$ cat config.mk
export PLATFORM = sky130hd
export DESIGN_NAME = ctrl_decode_stage
export DESIGN_NICKNAME = d
export VERILOG_FILES = /design/src/rtl/ctrl_pkg.sv /design/src/rtl/ctrl_decode_lut.sv /design/src/rtl/ctrl_decode_stage.sv
export SDC_FILE = /design/constraint.sdc
export NUM_CORES = 1
export LEC_CHECK = 0
export BUFFER_PORTS_ARGS = -buffer_cell sky130_fd_sc_hd__buf_4
export CORE_MARGIN = 4
export CORE_UTILIZATION = 57
export DETAILED_ROUTE_END_ITERATION = 12
export PLACE_DENSITY = 0.85
export RECOVER_POWER = 50
export SLEW_MARGIN = 20
export SYNTH_ARGS = -nofsm -noshare
export SYNTH_HDL_FRONTEND = slang
export SYNTH_SLANG_ARGS = --single-unit
$ cat constraint.sdc
create_clock -name clk -period 2.6 [get_ports clk]
set_input_delay 0.26 -clock clk [delete_from_list [all_inputs] [get_ports clk]]
set_output_delay 0.26 -clock clk [all_outputs]
set_load 0.02 [all_outputs]
$ cat src/rtl/ctrl_pkg.sv
// Shared opcode, ALU-command and branch-condition encodings for the ID/EX decode stage,
// plus the FSM state type and the packed control bundle carried into EX.
package ctrl_pkg;

  localparam logic [5:0] OP_NOP  = 6'b000000;
  localparam logic [5:0] OP_ADD  = 6'b000001;
  localparam logic [5:0] OP_MUL  = 6'b000010;
  localparam logic [5:0] OP_SUB  = 6'b000011;
  localparam logic [5:0] OP_AND  = 6'b000101;
  localparam logic [5:0] OP_OR   = 6'b000110;
  localparam logic [5:0] OP_NOR  = 6'b000111;
  localparam logic [5:0] OP_XOR  = 6'b001000;
  localparam logic [5:0] OP_SLA  = 6'b001001;
  localparam logic [5:0] OP_SLL  = 6'b001010;
  localparam logic [5:0] OP_SRA  = 6'b001011;
  localparam logic [5:0] OP_SRL  = 6'b001100;
  localparam logic [5:0] OP_ADDI = 6'b100000;
  localparam logic [5:0] OP_SUBI = 6'b100001;
  localparam logic [5:0] OP_LD   = 6'b100100;
  localparam logic [5:0] OP_ST   = 6'b100101;
  localparam logic [5:0] OP_BEZ  = 6'b101000;
  localparam logic [5:0] OP_BNE  = 6'b101001;
  localparam logic [5:0] OP_JMP  = 6'b101010;

  localparam logic [3:0] EXE_ADD          = 4'b0000;
  localparam logic [3:0] EXE_SUB          = 4'b0010;
  localparam logic [3:0] EXE_AND          = 4'b0100;
  localparam logic [3:0] EXE_OR           = 4'b0101;
  localparam logic [3:0] EXE_NOR          = 4'b0110;
  localparam logic [3:0] EXE_XOR          = 4'b0111;
  localparam logic [3:0] EXE_SHIFT_LEFT   = 4'b1000;
  localparam logic [3:0] EXE_SHIFT_ART    = 4'b1001;
  localparam logic [3:0] EXE_SHIFT_LOG    = 4'b1010;
  localparam logic [3:0] EXE_MUL          = 4'b1011;
  localparam logic [3:0] EXE_NO_OPERATION = 4'b1111;

  localparam logic [1:0] COND_BEZ  = 2'b01;
  localparam logic [1:0] COND_BNE  = 2'b10;
  localparam logic [1:0] COND_JUMP = 2'b11;

  typedef enum logic {
    ST_IDLE     = 1'b0,
    ST_MUL_BUSY = 1'b1
  } state_t;

  typedef struct packed {
    logic       branch_en;
    logic       is_imm;
    logic       st_or_bne;
    logic       wb_en;
    logic       mem_r_en;
    logic       mem_w_en;
    logic [3:0] exe_cmd;
    logic [1:0] branch_cmd;
  } ctrl_bundle_t;

endpackage

$ cat src/rtl/ctrl_decode_lut.sv
// Purely combinational opcode decoder: control bundle, legality, and whether the
// opcode is a live instruction (NOP is legal but produces a bubble).
module ctrl_decode_lut
  import ctrl_pkg::*;
(
  input  logic [5:0]   opcode_i,
  output ctrl_bundle_t bundle_o,
  output logic         legal_o,
  output logic         live_o
);

  always_comb begin
    bundle_o = '0;
    legal_o  = 1'b1;
    live_o   = 1'b1;
    unique case (opcode_i)
      OP_NOP:  live_o = 1'b0;
      OP_ADD:  begin bundle_o.exe_cmd = EXE_ADD;        bundle_o.wb_en = 1'b1; end
      OP_MUL:  begin bundle_o.exe_cmd = EXE_MUL;        bundle_o.wb_en = 1'b1; end
      OP_SUB:  begin bundle_o.exe_cmd = EXE_SUB;        bundle_o.wb_en = 1'b1; end
      OP_AND:  begin bundle_o.exe_cmd = EXE_AND;        bundle_o.wb_en = 1'b1; end
      OP_OR:   begin bundle_o.exe_cmd = EXE_OR;         bundle_o.wb_en = 1'b1; end
      OP_NOR:  begin bundle_o.exe_cmd = EXE_NOR;        bundle_o.wb_en = 1'b1; end
      OP_XOR:  begin bundle_o.exe_cmd = EXE_XOR;        bundle_o.wb_en = 1'b1; end
      OP_SLA:  begin bundle_o.exe_cmd = EXE_SHIFT_LEFT; bundle_o.wb_en = 1'b1; end
      OP_SLL:  begin bundle_o.exe_cmd = EXE_SHIFT_LEFT; bundle_o.wb_en = 1'b1; end
      OP_SRA:  begin bundle_o.exe_cmd = EXE_SHIFT_ART;  bundle_o.wb_en = 1'b1; end
      OP_SRL:  begin bundle_o.exe_cmd = EXE_SHIFT_LOG;  bundle_o.wb_en = 1'b1; end
      OP_ADDI: begin
        bundle_o.exe_cmd = EXE_ADD; bundle_o.wb_en = 1'b1; bundle_o.is_imm = 1'b1;
      end
      OP_SUBI: begin
        bundle_o.exe_cmd = EXE_SUB; bundle_o.wb_en = 1'b1; bundle_o.is_imm = 1'b1;
      end
      OP_LD: begin
        bundle_o.exe_cmd   = EXE_ADD;
        bundle_o.wb_en     = 1'b1;
        bundle_o.is_imm    = 1'b1;
        bundle_o.st_or_bne = 1'b1;
        bundle_o.mem_r_en  = 1'b1;
      end
      OP_ST: begin
        bundle_o.exe_cmd   = EXE_ADD;
        bundle_o.is_imm    = 1'b1;
        bundle_o.st_or_bne = 1'b1;
        bundle_o.mem_w_en  = 1'b1;
      end
      OP_BEZ: begin
        bundle_o.exe_cmd    = EXE_NO_OPERATION;
        bundle_o.is_imm     = 1'b1;
        bundle_o.branch_en  = 1'b1;
        bundle_o.branch_cmd = COND_BEZ;
      end
      OP_BNE: begin
        bundle_o.exe_cmd    = EXE_NO_OPERATION;
        bundle_o.is_imm     = 1'b1;
        bundle_o.branch_en  = 1'b1;
        bundle_o.branch_cmd = COND_BNE;
        bundle_o.st_or_bne  = 1'b1;
      end
      OP_JMP: begin
        bundle_o.exe_cmd    = EXE_NO_OPERATION;
        bundle_o.is_imm     = 1'b1;
        bundle_o.branch_en  = 1'b1;
        bundle_o.branch_cmd = COND_JUMP;
      end
      default: begin
        legal_o = 1'b0;
        live_o  = 1'b0;
      end
    endcase
  end

endmodule

$ cat src/rtl/ctrl_decode_stage.sv
// ID/EX decode register with bubble/flush insertion, multi-cycle MUL hold with
// front-end stall, and a saturating illegal-opcode counter.
module ctrl_decode_stage
  import ctrl_pkg::*;
#(
  parameter int EXE_CMD_W  = 4,
  parameter int MUL_CYCLES = 3,
  parameter int ILL_CNT_W  = 8
) (
  input  logic                 clk,
  input  logic                 rst,
  input  logic                 valid_i,
  input  logic [5:0]           opcode_i,
  input  logic                 hazard_detected,
  input  logic                 flush_i,
  output logic                 valid_o,
  output logic                 branch_en_o,
  output logic                 is_imm_o,
  output logic                 st_or_bne_o,
  output logic                 wb_en_o,
  output logic                 mem_r_en_o,
  output logic                 mem_w_en_o,
  output logic [EXE_CMD_W-1:0] exe_cmd_o,
  output logic [1:0]           branch_cmd_o,
  output logic                 stall_o,
  output logic                 illegal_o,
  output logic [ILL_CNT_W-1:0] illegal_cnt_o
);

  localparam int CNT_W = (MUL_CYCLES > 1) ? $clog2(MUL_CYCLES) : 1;

  ctrl_bundle_t         lut_p0;
  logic                 legal_p0;
  logic                 vld_p0;

  state_t               state_q, state_d;
  logic [CNT_W-1:0]     cnt_q, cnt_d;
  ctrl_bundle_t         ctrl_p1, ctrl_d;
  logic                 vld_p1, vld_d;
  logic                 ill_p1, ill_d;
  logic [ILL_CNT_W-1:0] ill_cnt_q, ill_cnt_d;

  ctrl_decode_lut u_lut (
    .opcode_i (opcode_i),
    .bundle_o (lut_p0),
    .legal_o  (legal_p0),
    .live_o   (vld_p0)
  );

  always_comb begin
    state_d   = state_q;
    cnt_d     = cnt_q;
    ctrl_d    = ctrl_p1;
    vld_d     = vld_p1;
    ill_d     = 1'b0;
    ill_cnt_d = ill_cnt_q;
    if (flush_i) begin
      state_d = ST_IDLE;
      cnt_d   = '0;
      ctrl_d  = '0;
      vld_d   = 1'b0;
    end else if (state_q == ST_MUL_BUSY) begin
      // MUL held in EX; writeback only on the final occupancy cycle
      cnt_d        = cnt_q - CNT_W'(1);
      ctrl_d.wb_en = (cnt_q == CNT_W'(1));
      if (cnt_q == CNT_W'(1)) state_d = ST_IDLE;
    end else begin
      ctrl_d = '0;
      vld_d  = 1'b0;
      if (valid_i && !hazard_detected) begin
        if (!legal_p0) begin
          ill_d = 1'b1;
          if (ill_cnt_q != '1) ill_cnt_d = ill_cnt_q + ILL_CNT_W'(1);
        end else begin
          ctrl_d = lut_p0;
          vld_d  = vld_p0;
          if (opcode_i == OP_MUL && MUL_CYCLES > 1) begin
            ctrl_d.wb_en = 1'b0;
            state_d      = ST_MUL_BUSY;
            cnt_d        = CNT_W'(MUL_CYCLES - 1);
          end
        end
      end
    end
  end

  // ---- ID/EX boundary (p0 -> p1) ----
  always_ff @(posedge clk or posedge rst) begin
    if (rst) begin
      state_q   <= ST_IDLE;
      cnt_q     <= '0;
      ctrl_p1   <= '0;
      vld_p1    <= 1'b0;
      ill_p1    <= 1'b0;
      ill_cnt_q <= '0;
    end else begin
      state_q   <= state_d;
      cnt_q     <= cnt_d;
      ctrl_p1   <= ctrl_d;
      vld_p1    <= vld_d;
      ill_p1    <= ill_d;
      ill_cnt_q <= ill_cnt_d;
    end
  end

  assign valid_o       = vld_p1;
  assign branch_en_o   = ctrl_p1.branch_en;
  assign is_imm_o      = ctrl_p1.is_imm;
  assign st_or_bne_o   = ctrl_p1.st_or_bne;
  assign wb_en_o       = ctrl_p1.wb_en;
  assign mem_r_en_o    = ctrl_p1.mem_r_en;
  assign mem_w_en_o    = ctrl_p1.mem_w_en;
  assign exe_cmd_o     = EXE_CMD_W'(ctrl_p1.exe_cmd);
  assign branch_cmd_o  = ctrl_p1.branch_cmd;
  assign stall_o       = (state_q == ST_MUL_BUSY);
  assign illegal_o     = ill_p1;
  assign illegal_cnt_o = ill_cnt_q;

endmodule

Word-level counts from Yosys, hierarchy flattened
Index checks and enable logic that the tools add are counted.
{"block": "word_totals", "reg_bits": 25, "in_bits": 11, "output_inout_bits": 23}
{"block": "op_classes", "bitwise": 3, "add_sub_neg": 2, "reduce_logical": 16, "muxes": 36, "n_eq_ne": 21}
{"op": "$eq 6x6->1 const B", "count": 7}
{"op": "$pmux 4 s10", "count": 1}
{"op": "$mux 12", "count": 3}
{"op": "$eq 6x4->1 const B", "count": 5}
{"op": "$mux 1", "count": 24}
{"op": "$reduce_or 19->1", "count": 1}
{"op": "$eq 6x3->1 const B", "count": 3}
{"op": "$reduce_or 18->1", "count": 1}
{"op": "$reduce_or 13->1", "count": 1}
{"op": "$eq 6x2->1 const B", "count": 2}
{"op": "$mux 2", "count": 5}
{"op": "$reduce_bool 3->1", "count": 3}
{"op": "$add 8x1->8 const B", "count": 1}
{"op": "$mux 8", "count": 1}
{"op": "$ne 8x8->1 const B", "count": 1}
{"op": "$reduce_or 7->1", "count": 1}
{"op": "$eq 6x1->1 const B", "count": 1}
{"op": "$logic_not 6->1", "count": 1}
{"op": "$pmux 2 s3", "count": 1}
{"op": "$reduce_or 3->1", "count": 2}
{"op": "$reduce_and 5->1", "count": 1}
{"op": "$reduce_or 2->1", "count": 2}
{"op": "$mux 3", "count": 1}
{"op": "$not 1->1", "count": 3}
{"op": "other kinds (6)", "count": 6}

Depth between registers and ports, before layout
Gate-level depths: netlist (run 1).
{"block": "logic_depth", "word_depth": 8, "ltp_mapped": 7, "depth_no_buf": 5}

Cells and area by module
From an unflattened synthesis (run 1), not the netlist that was laid out.
{"block": "unflattened", "cells_unflattened": 155, "area_unflattened_um2": 1497.7}
{"module": "ctrl_decode_stage", "area_each_um2": 1137.3, "cells_per_inst": 97, "instances": 1}
{"module": "ctrl_decode_lut", "area_each_um2": 360.3, "cells_per_inst": 58, "instances": 1}

Worst setup path before layout (run 1)
No wires, ideal clock.
{"block": "synth_timing", "path_type": "register to register", "start": "reg state_q, in the netlist stall_o", "end": "reg ill_cnt_q[4], in the netlist illegal_cnt_o[4]", "stages_incl_launch_ff": 5, "t_arrival_ns": 1.623, "required_time_ns": 2.472, "path_slack_ns": 0.850, "path_cell_list": "dfrtp_1 nor4b_4 a21boi_4 nand4_1 mux2_1"}
{"block": "synth_via", "elab_chain_cells": 2}
{"element": "start: declaration", "line": "ctrl_decode_stage.sv:36", "text": "state_t state_q, state_d;"}
{"element": "start signal: assignment", "line": "ctrl_decode_stage.sv:97", "text": "state_q <= state_d;"}
{"element": "$not 1->1 (no source line)"}
{"element": "$reduce_and 5->1 (no source line)"}
{"element": "end signal: assignment", "line": "ctrl_decode_stage.sv:102", "text": "ill_cnt_q <= ill_cnt_d;"}
{"element": "end: declaration", "line": "ctrl_decode_stage.sv:41", "text": "logic [ILL_CNT_W-1:0] ill_cnt_q, ill_cnt_d;"}
No other way between the ends.
A chain may end at the register's enable or synchronous reset.

Final worst setup path (run 1)
{"block": "layout_timing", "start": "reg state_q, in the netlist stall_o", "end": "reg ill_cnt_q[1], in the netlist illegal_cnt_o[1]"}
The elaborated chain is that of the path after synthesis.

==> results of run 1 <==
## critical path: stages (launching register included)
cell	delay, ns
sky130_fd_sc_hd__dfrtp_1	0.49
sky130_fd_sc_hd__nor4b_4	0.43
sky130_fd_sc_hd__a21boi_4	0.37
sky130_fd_sc_hd__nand2_1	0.14
sky130_fd_sc_hd__mux2_1	0.33
## state kept, by name (all words and copies together) (netlist names)
| signal | cells |
|---|---|
| illegal_cnt_o | 8 |
| exe_cmd_o | 4 |
| branch_cmd_o | 2 |
| cnt_q | 2 |
| branch_en_o | 1 |
| illegal_o | 1 |
| is_imm_o | 1 |
| mem_r_en_o | 1 |
| mem_w_en_o | 1 |
| st_or_bne_o | 1 |
| stall_o | 1 |
| valid_o | 1 |
| wb_en_o | 1 |
## cell type report
class	count	area [sq um]
multi-input cells	107	777.0
fillers	210	747.0
flip-flops and latches	25	625.6
repair buffers	34	214.0
well taps	30	37.54
clock buffers	3	22.52
inverters	6	22.52
clock inverters	1	8.758
## power by group through the flow
| stage | sequential (W) | clock [W] | combinational, W |
|---|---|---|---|
| after floorplan | 0.000513 | 0 | 0.000117 |
| after global placement | 0.000476 | 0 | 0.000249 |
| after detailed placement | 0.000479 | 0 | 0.000258 |
| after CTS | 0.000471 | 0.000192 | 0.000259 |
| after global routing | 0.000478 | 0.000210 | 0.000274 |
| final | 0.000471 | 0.000188 | 0.000254 |
## through the flow
| stage | area [sq um] | cells | util [%] |
|---|---|---|---|
| after CTS | 1749 | 206 | 71.25 |
| after global placement | 1718 | 202 | 69.98 |
| final | 1708 | 206 | 69.57 |
| after detailed placement | 1718 | 202 | 69.98 |
| after global routing | 1708 | 206 | 69.57 |
| after floorplan | 1456 | 146 | - |
## how the worst max path moves through the flow
stage                                 start                      endpoint  slack, ns  cells after the start
final                     stall_o$_DFF_PP0_  illegal_cnt_o[1]$_DFFE_PP0P_       0.74                      4
after floorplan           stall_o$_DFF_PP0_  illegal_cnt_o[4]$_DFFE_PP0P_       0.85                      4
after CTS                 stall_o$_DFF_PP0_  illegal_cnt_o[1]$_DFFE_PP0P_       0.75                      4
after global routing      stall_o$_DFF_PP0_  illegal_cnt_o[1]$_DFFE_PP0P_       0.65                      4
after detailed placement        opcode_i[3]  illegal_cnt_o[1]$_DFFE_PP0P_       0.67                      6
after global placement          opcode_i[3]  illegal_cnt_o[1]$_DFFE_PP0P_       0.73                      6
## cells by family after synthesis
kind of cell,count (synthesis),synth area share [%]
and+or+nand+nor,52,22.34
adders and majority gates,2,1.718
DFF,25,42.96
buffers and inverters,14,3.694
AOI/OAI and AO/OA,45,23.97
xor gates and xnor gates,5,3.007
muxes,3,2.319
## layout by cell type (no fill, tap or decap), types with 2 or more instances in the layout
cell type / Yosys / layout
sky130_fd_sc_hd__dfrtp_1: 25 / 25
sky130_fd_sc_hd__buf_4: 0 / 22
sky130_fd_sc_hd__nand2_1: 13 / 13
sky130_fd_sc_hd__clkbuf_1: 7 / 11
sky130_fd_sc_hd__a21oi_1: 8 / 8
sky130_fd_sc_hd__o21ai_0: 8 / 8
sky130_fd_sc_hd__inv_1: 6 / 6
sky130_fd_sc_hd__a22o_1: 6 / 6
sky130_fd_sc_hd__nand3_1: 5 / 5
sky130_fd_sc_hd__nor2_1: 5 / 5
sky130_fd_sc_hd__xnor2_1: 5 / 5
sky130_fd_sc_hd__nand2b_1: 5 / 5
sky130_fd_sc_hd__nor2b_1: 4 / 4
sky130_fd_sc_hd__o21ai_1: 4 / 4
sky130_fd_sc_hd__a21o_1: 4 / 4
sky130_fd_sc_hd__clkbuf_4: 0 / 4
sky130_fd_sc_hd__and3_1: 3 / 3
sky130_fd_sc_hd__nand4_1: 3 / 3
sky130_fd_sc_hd__nand3b_1: 3 / 3
sky130_fd_sc_hd__a221oi_4: 2 / 2
sky130_fd_sc_hd__mux2_1: 2 / 2
sky130_fd_sc_hd__a31oi_1: 2 / 2
sky130_fd_sc_hd__a32o_1: 2 / 2
sky130_fd_sc_hd__o211ai_1: 2 / 2
sky130_fd_sc_hd__nand4b_1: 2 / 2
sky130_fd_sc_hd__ha_1: 2 / 2
## routing by layer
metal / vias to the layer above / track usage, % / wire (um)
li1: 598 / - / -
met1: 600 / 27.31 / 1478
met2: 38 / 34.13 / 1579
met3: 2 / 2.193 / 181
met4: 0 / 4.967 / 29
met5: - / 0 / 0
==> run summary, run 1 <==
post-CTS repair timing setup buffer count = 0
setup TNS = 0 ns
clock tree from TritonCTS = done
signal arrival time at the worst endpoint = 2.08 ns
Worst Max-Slew Pin Slew = 0.9601 ns
Min-Delay Startpoint = flush_i
smallest hold slack = 0.1208 ns
fraction of registers with async set/reset = 100.0%
total standard cell area after synthesis = 1456 sq um
placement-stage worst setup slack = 0.6677 ns
remaining routing DRC violations = 0
Die H = 58.55 um
Register-to-Register Setup Slack = 0.74 ns
total setup violations reported at the end of the flow = 0
Hold-fix buffers, CTS = 0
Seq pwr share = 51.6%
Sinks on Clock Net = 25
startpoint of the worst-slack reg-to-reg timing path = stall_o$_DFF_PP0_
highest clock frequency the design can meet = 0.5369 GHz
num rows = 18
synthesis warning total = 0
main flop type after synthesis = sky130_fd_sc_hd__dfrtp_1
number of clock buffers inserted by TritonCTS = 3
#FFs+latches synth = 25
clock-pin transition on the worst setup and hold timing paths = 0.14 ns
outcome = finished, final reports clean
Clock H-tree levels = 1
buffer levels on the longest clock path = 2
Port Buffer Count = 33
reg-to-reg critical path endpoint = illegal_cnt_o[1]$_DFFE_PP0P_
Max-Slew Margin vs Limit = 35.92%
distinct cell type count after synthesis = 42
Core Region = 2455 sq um
share of power burned in combinational logic = 27.8%
post-layout total power = 0.0009129 W
max cap viols = 0
leakage dissipation = 0.7554 nW
post-synthesis net count = 159
vias per std cell = 6.010
Worst Hold Path EP = cnt_q[0]$_DFFE_PP0P_
Setup CP Type = flop to flop
die area = 3428 sq um
clock tree root buffer cell = sky130_fd_sc_hd__clkbuf_4
cell types with the largest area share after synthesis = sky130_fd_sc_hd__dfrtp_1 43%, sky130_fd_sc_hd__a221oi_4 3.6%, sky130_fd_sc_hd__a22o_1 3.6%
layout overhead on the synthesized area = 17.27%
antenna diode count = 0
fraction of power spent switching nets = 34.84%
leading cell type by number of instances after synthesis = sky130_fd_sc_hd__dfrtp_1
Max VDD drop = 0.4004 mV
post-route ant nets = 0
clock network fraction of design power = 20.5%
Worst Setup Slack, final = 0.7375 ns
clock insertion delay at the later pin of the skew report = 0.32 ns
pin count of the biggest net entering global routing = 26
Min-Delay Path Class = primary input to flop
sequential area share after synthesis = 42.96%
io pins = 34
proportion of layout cells with a drive suffix above 1 = 21.02%
post-CTS resize count = 0
Hold Fails Final Rpt = 0
number of global-route vias before repair = 1153
final period demand of the worst path = 1.862 ns
antenna violations before repair = 0
portion of synthesized cell area occupied by the leading cell type = 42.96%
Startpoint Class = flop
Min-Delay Path Depth = 2
Fin Clk Skew = 0.007339 ns
Final Net Count = 190
half-perimeter wire length after detailed placement = 2.440 mm
number of detailed-routing iterations run before antenna repair = 5
overflow left after global routing = 0
global placer's final weighted congestion = 0.8197
floorplan die width = 58.55 um
average size of a mapped cell = 9.975 sq um
setup repair after global routing missed its margin = false
number of synthesized flops with an enable pin = 0
depth of the most critical reg-to-reg path = 4
first-pass GRT wire length = 5.347 mm
number of cells produced by synthesis = 146
Commonest cells post-synth = 25 x sky130_fd_sc_hd__dfrtp_1, 13 x sky130_fd_sc_hd__nand2_1, 8 x sky130_fd_sc_hd__a21oi_1, 8 x sky130_fd_sc_hd__o21ai_0, 7 x sky130_fd_sc_hd__clkbuf_1
total routing usage reported by global routing = 20.07%
number of violations reported at the end of detailed-routing iteration 0 = 52
share of the cycle needed by the critical path after routing = 71.63%
effective utilization at floorplan = 59.33%
total power divided by cell area = 534.5 nW/um^2
CP max FO = 10
DR vias = 1238
Total Routed Length = 3.269 mm
number of slew-limit violations in the final report = 0
post-detailed-route wirelength per cell = 15.87 um
largest area contributor in the synthesized netlist = sky130_fd_sc_hd__dfrtp_1
Pint = 0.0005948 W
net load switching power = 0.0003180 W
required time of the critical path = 2.82 ns
critical path capture point type = flop
Note: power is estimated with default switching activity, not from simulation.
==> inputs of run 2 (changes only) <==
--- a/config.mk
+++ b/config.mk
@@ -5,11 +5,12 @@
 export SDC_FILE = /design/constraint.sdc
 export NUM_CORES = 1
 export LEC_CHECK = 0
+export ABC_AREA = 1
 export BUFFER_PORTS_ARGS = -buffer_cell sky130_fd_sc_hd__buf_4
 export CORE_MARGIN = 4
-export CORE_UTILIZATION = 57
+export CORE_UTILIZATION = 53
 export DETAILED_ROUTE_END_ITERATION = 12
-export PLACE_DENSITY = 0.85
+export PLACE_DENSITY = 0.79
 export RECOVER_POWER = 50
 export SLEW_MARGIN = 20
 export SYNTH_ARGS = -nofsm -noshare
==> constraint.sdc (replaced) <==
create_clock -name clk -period 1.75 [get_ports clk]
set_input_delay 0.175 -clock clk [delete_from_list [all_inputs] [get_ports clk]]
set_output_delay 0.175 -clock clk [all_outputs]
set_load 0.02 [all_outputs]
==> run summary, run 2 <==
highest clock frequency the design can meet = 0.6540 GHz (+22%)
reg-to-reg critical path endpoint = illegal_cnt_o[2]$_DFFE_PP0P_
Min-Delay Path Depth = 2 (unchanged)
total routing usage reported by global routing = 19.85% (-0.22 points)
cell types with the largest area share after synthesis = sky130_fd_sc_hd__dfrtp_1 41%, sky130_fd_sc_hd__nand2_1 18%, sky130_fd_sc_hd__nand3_1 6.9%
#FFs+latches synth = 25 (unchanged)
Port Buffer Count = 33 (unchanged)
Slowest-stage cell, CP = sky130_fd_sc_hd__dfrtp_1
average size of a mapped cell = 7.339 sq um (-26%)
Max-Slew Margin vs Limit = 58.56% (+23 points)
effective utilization at floorplan = 55.35% (-4.0 points)
remaining routing DRC violations = 0 (unchanged)
number of global-route vias before repair = 1318 (+14%)
main flop type after synthesis = sky130_fd_sc_hd__dfrtp_1
synthesis warning total = 0 (unchanged)
clock tree from TritonCTS = done
global-route met2 utilization = 30.34% (-3.8 points)
post-layout total power = 0.001337 W (+46%)
Fill cells = 254 (+21%)
antenna violations before repair = 0 (unchanged)
CP max FO = 8 (-2)
grt met3 use = 3.145% (+0.95 points)
num rows = 19 (+1)
Startpoint Class = flop
number of flip-flops in the largest register = 8 (unchanged)
fraction of registers with async set/reset = 100.0% (unchanged)
number of slew-limit violations in the final report = 0 (unchanged)
Hold Fails Final Rpt = 0 (unchanged)
Min-Delay Startpoint = flush_i
sequential cell area in the final layout = 625.6 sq um (unchanged)
number of clock buffers inserted by TritonCTS = 3 (unchanged)
placed instance area = 1849 sq um (+7.6%)
Setup CP Type = flop to flop
required time of the critical path = 2.02 ns (-0.80 ns)
clock tree root buffer cell = sky130_fd_sc_hd__clkbuf_4
Worst Hold Path EP = wb_en_o$_DFF_PP0_
Commonest cells post-synth = 73 x sky130_fd_sc_hd__nand2_1, 25 x sky130_fd_sc_hd__dfrtp_1, 21 x sky130_fd_sc_hd__inv_1, 21 x sky130_fd_sc_hd__nand3_1, 17 x sky130_fd_sc_hd__nor2_1
die area = 3803 sq um (+11%)
Worst Max-Slew Pin Slew = 0.6216 ns (-0.3385 ns)
fin area = 1854 sq um (+8.6%)
clock insertion delay at the later pin of the skew report = 0.32 ns (about the same)
post-route ant nets = 0 (unchanged)
Core Region = 2758 sq um (+12%)
number of detailed-routing iterations run before antenna repair = 4 (-1)
share of the cycle needed by the critical path after routing = 87.38% (+16 points)
leading cell type by number of instances after synthesis = sky130_fd_sc_hd__nand2_1
Most Frequent Cell on Critical Path = sky130_fd_sc_hd__nand2_1
Register-to-Register Setup Slack = 0.22 ns (-0.52 ns)
Die H = 61.67 um (+5.3%)
leakage dissipation = 1.050 nW (+39%)
Max VDD drop = 0.7450 mV (+86%)
global placer's final weighted congestion = 0.9086 (+11%)
Sinks on Clock Net = 25 (unchanged)
number of cells produced by synthesis = 208 (+42%)
setup TNS = 0 ns (unchanged)
pin count of the biggest net entering global routing = 26 (unchanged)
portion of synthesized cell area occupied by the leading cell type = 40.98% (-2.0 points)
layout overhead on the synthesized area = 21.48%
most common library cell in the layout ignoring fill and taps = sky130_fd_sc_hd__nand2_1
proportion of layout cells with a drive suffix above 1 = 19.92% (-1.1 points)
list of cells traversed by the critical path = ha_1, nand3_1, nor2_1, nand4_1, buf_4, nand3_4, nand2_1, nand2_1
floorplan die width = 61.67 um (+5.3%)
depth of the most critical reg-to-reg path = 8 (+4)
setup repair after global routing missed its margin = false
clock-pin transition on the worst setup and hold timing paths = 0.14 ns (about the same)
antenna diode count = 0 (unchanged)
post-synthesis net count = 221 (+39%)
vias per std cell = 5.174 (-14%)
Most Used Layer, Global Route = met2
outcome = finished, final reports clean
max cap viols = 0 (unchanged)
startpoint of the worst-slack reg-to-reg timing path = illegal_cnt_o[0]$_DFFE_PP0P_
critical path's largest stage delay = 0.43 ns (-0.06 ns)
first-pass GRT wire length = 5.720 mm (+7.0%)
commonest non-fill, non-tap cells in the layout = 73 x sky130_fd_sc_hd__nand2_1, 28 x sky130_fd_sc_hd__buf_4, 25 x sky130_fd_sc_hd__dfrtp_1
DR vias = 1459 (+18%)
Min-Delay Path Class = primary input to flop
global-route track usage on met1 = 29.31% (+2.0 points)
largest area contributor in the synthesized netlist = sky130_fd_sc_hd__dfrtp_1
Clock H-tree levels = 1 (unchanged)
Total Routed Length = 3.469 mm (+6.1%)
total setup violations reported at the end of the flow = 0 (unchanged)
Fin Clk Skew = 0.004024 ns (-0.003315 ns)
io pins = 34 (unchanged)
post-detailed-route wirelength per cell = 12.30 um (-22%)
area used by multi-input combinational logic = 803.3 sq um (+3.4%)
half-perimeter wire length after detailed placement = 2.696 mm (+10%)
buffer levels on the longest clock path = 2 (unchanged)
final period demand of the worst path = 1.529 ns (-0.3334 ns)
sequential area share after synthesis = 40.98% (-2.0 points)
post-CTS resize count = 0 (unchanged)
Final Net Count = 265 (+39%)
distinct cell type count after synthesis = 28 (-33%)
total power divided by cell area = 721.0 nW/um^2 (+35%)
critical path capture point type = flop
number of violations reported at the end of detailed-routing iteration 0 = 98 (+88%)
total standard cell area after synthesis = 1526 sq um (+4.8%)
signal arrival time at the worst endpoint = 1.80 ns (-0.28 ns)
overflow left after global routing = 0 (unchanged)
number of synthesized flops with an enable pin = 0 (unchanged)
## run 2: worst max-delay path, delay by kind of cell, from the launching register on
kind	cells	cell delay, ns
and+or+nand+nor	6	0.65
DFF	1	0.43
adders and majority gates	1	0.22
buffers and inverters	1	0.18
## run 2: final cells by class
class | count | share of cell area, %
clock inverters | 1 | 0.4049
multi-input cells | 158 | 43.32
repair buffers | 41 | 14.57
clock buffers | 3 | 1.215
flip-flops and latches | 25 | 33.74
inverters | 23 | 4.656
well taps | 31 | 2.092
## run 2: repair_timing
action | CTS | global route
hold buffers | 1 | 0
hold endpoints to repair | 25 | 0
endpoints found under the setup margin | 0 | 8
setup buffers | 0 | 1
## run 2: kinds of logic (layout without fill, tap and decap cells)
group                      Yosys count  after routing  synth area share (%)
AOI/OAI and AO/OA                   10             10                 4.180
xor gates and xnor gates             6              6                 3.443
adders and majority gates            2              2                 1.639
buffers and inverters               25             68                 6.229
DFF                                 25             25                 40.98
and+or+nand+nor                    140            140                 43.53
## run 2: worst max-delay path by stage
stage	start	end	slack [ns]	cells after the start
6_report	illegal_cnt_o[0]$_DFFE_PP0P_	illegal_cnt_o[2]$_DFFE_PP0P_	0.22	8
5_1_grt	stall_o$_DFF_PP0_	branch_cmd_o[1]$_DFFE_PP0P_	0.03	5
4_1_cts	illegal_cnt_o[0]$_DFFE_PP0P_	illegal_cnt_o[7]$_DFFE_PP0P_	0.05	7
3_5_place_dp	illegal_cnt_o[0]$_DFFE_PP0P_	illegal_cnt_o[7]$_DFFE_PP0P_	0.1	7
3_3_place_gp	illegal_cnt_o[0]$_DFFE_PP0P_	illegal_cnt_o[0]$_DFFE_PP0P_	0.18	7
2_1_floorplan	illegal_cnt_o[0]$_DFFE_PP0P_	illegal_cnt_o[5]$_DFFE_PP0P_	0.14	7
## run 2: metal layers
| metal | vias up | share of wire, % |
|---|---|---|
| li1 | 758 | - |
| met1 | 651 | 49 |
| met2 | 48 | 44 |
| met3 | 2 | 7.0 |
| met4 | 0 | 0.35 |
| met5 | - | 0 |
## run 2: per-stage QoR
stage,worst slack (ns),utilization [%],cells,hold slack [ns]
after floorplan,0.1442,-,208,0.2023
after global placement,0.1783,67.06,276,0.2477
after detailed placement,0.09711,67.06,276,0.2543
after CTS,0.04920,68.51,281,0.01546
after global routing,0.03171,67.24,282,0.006576
final,0.2209,67.24,282,0.02101
## run 2: where the power goes
part | switching, W | internal (W)
logic | 0.000225 | 0.000161
clock network | 0.000180 | 0.0000873
registers | 0.0000590 | 0.000625
total | 0.000464 | 0.000873
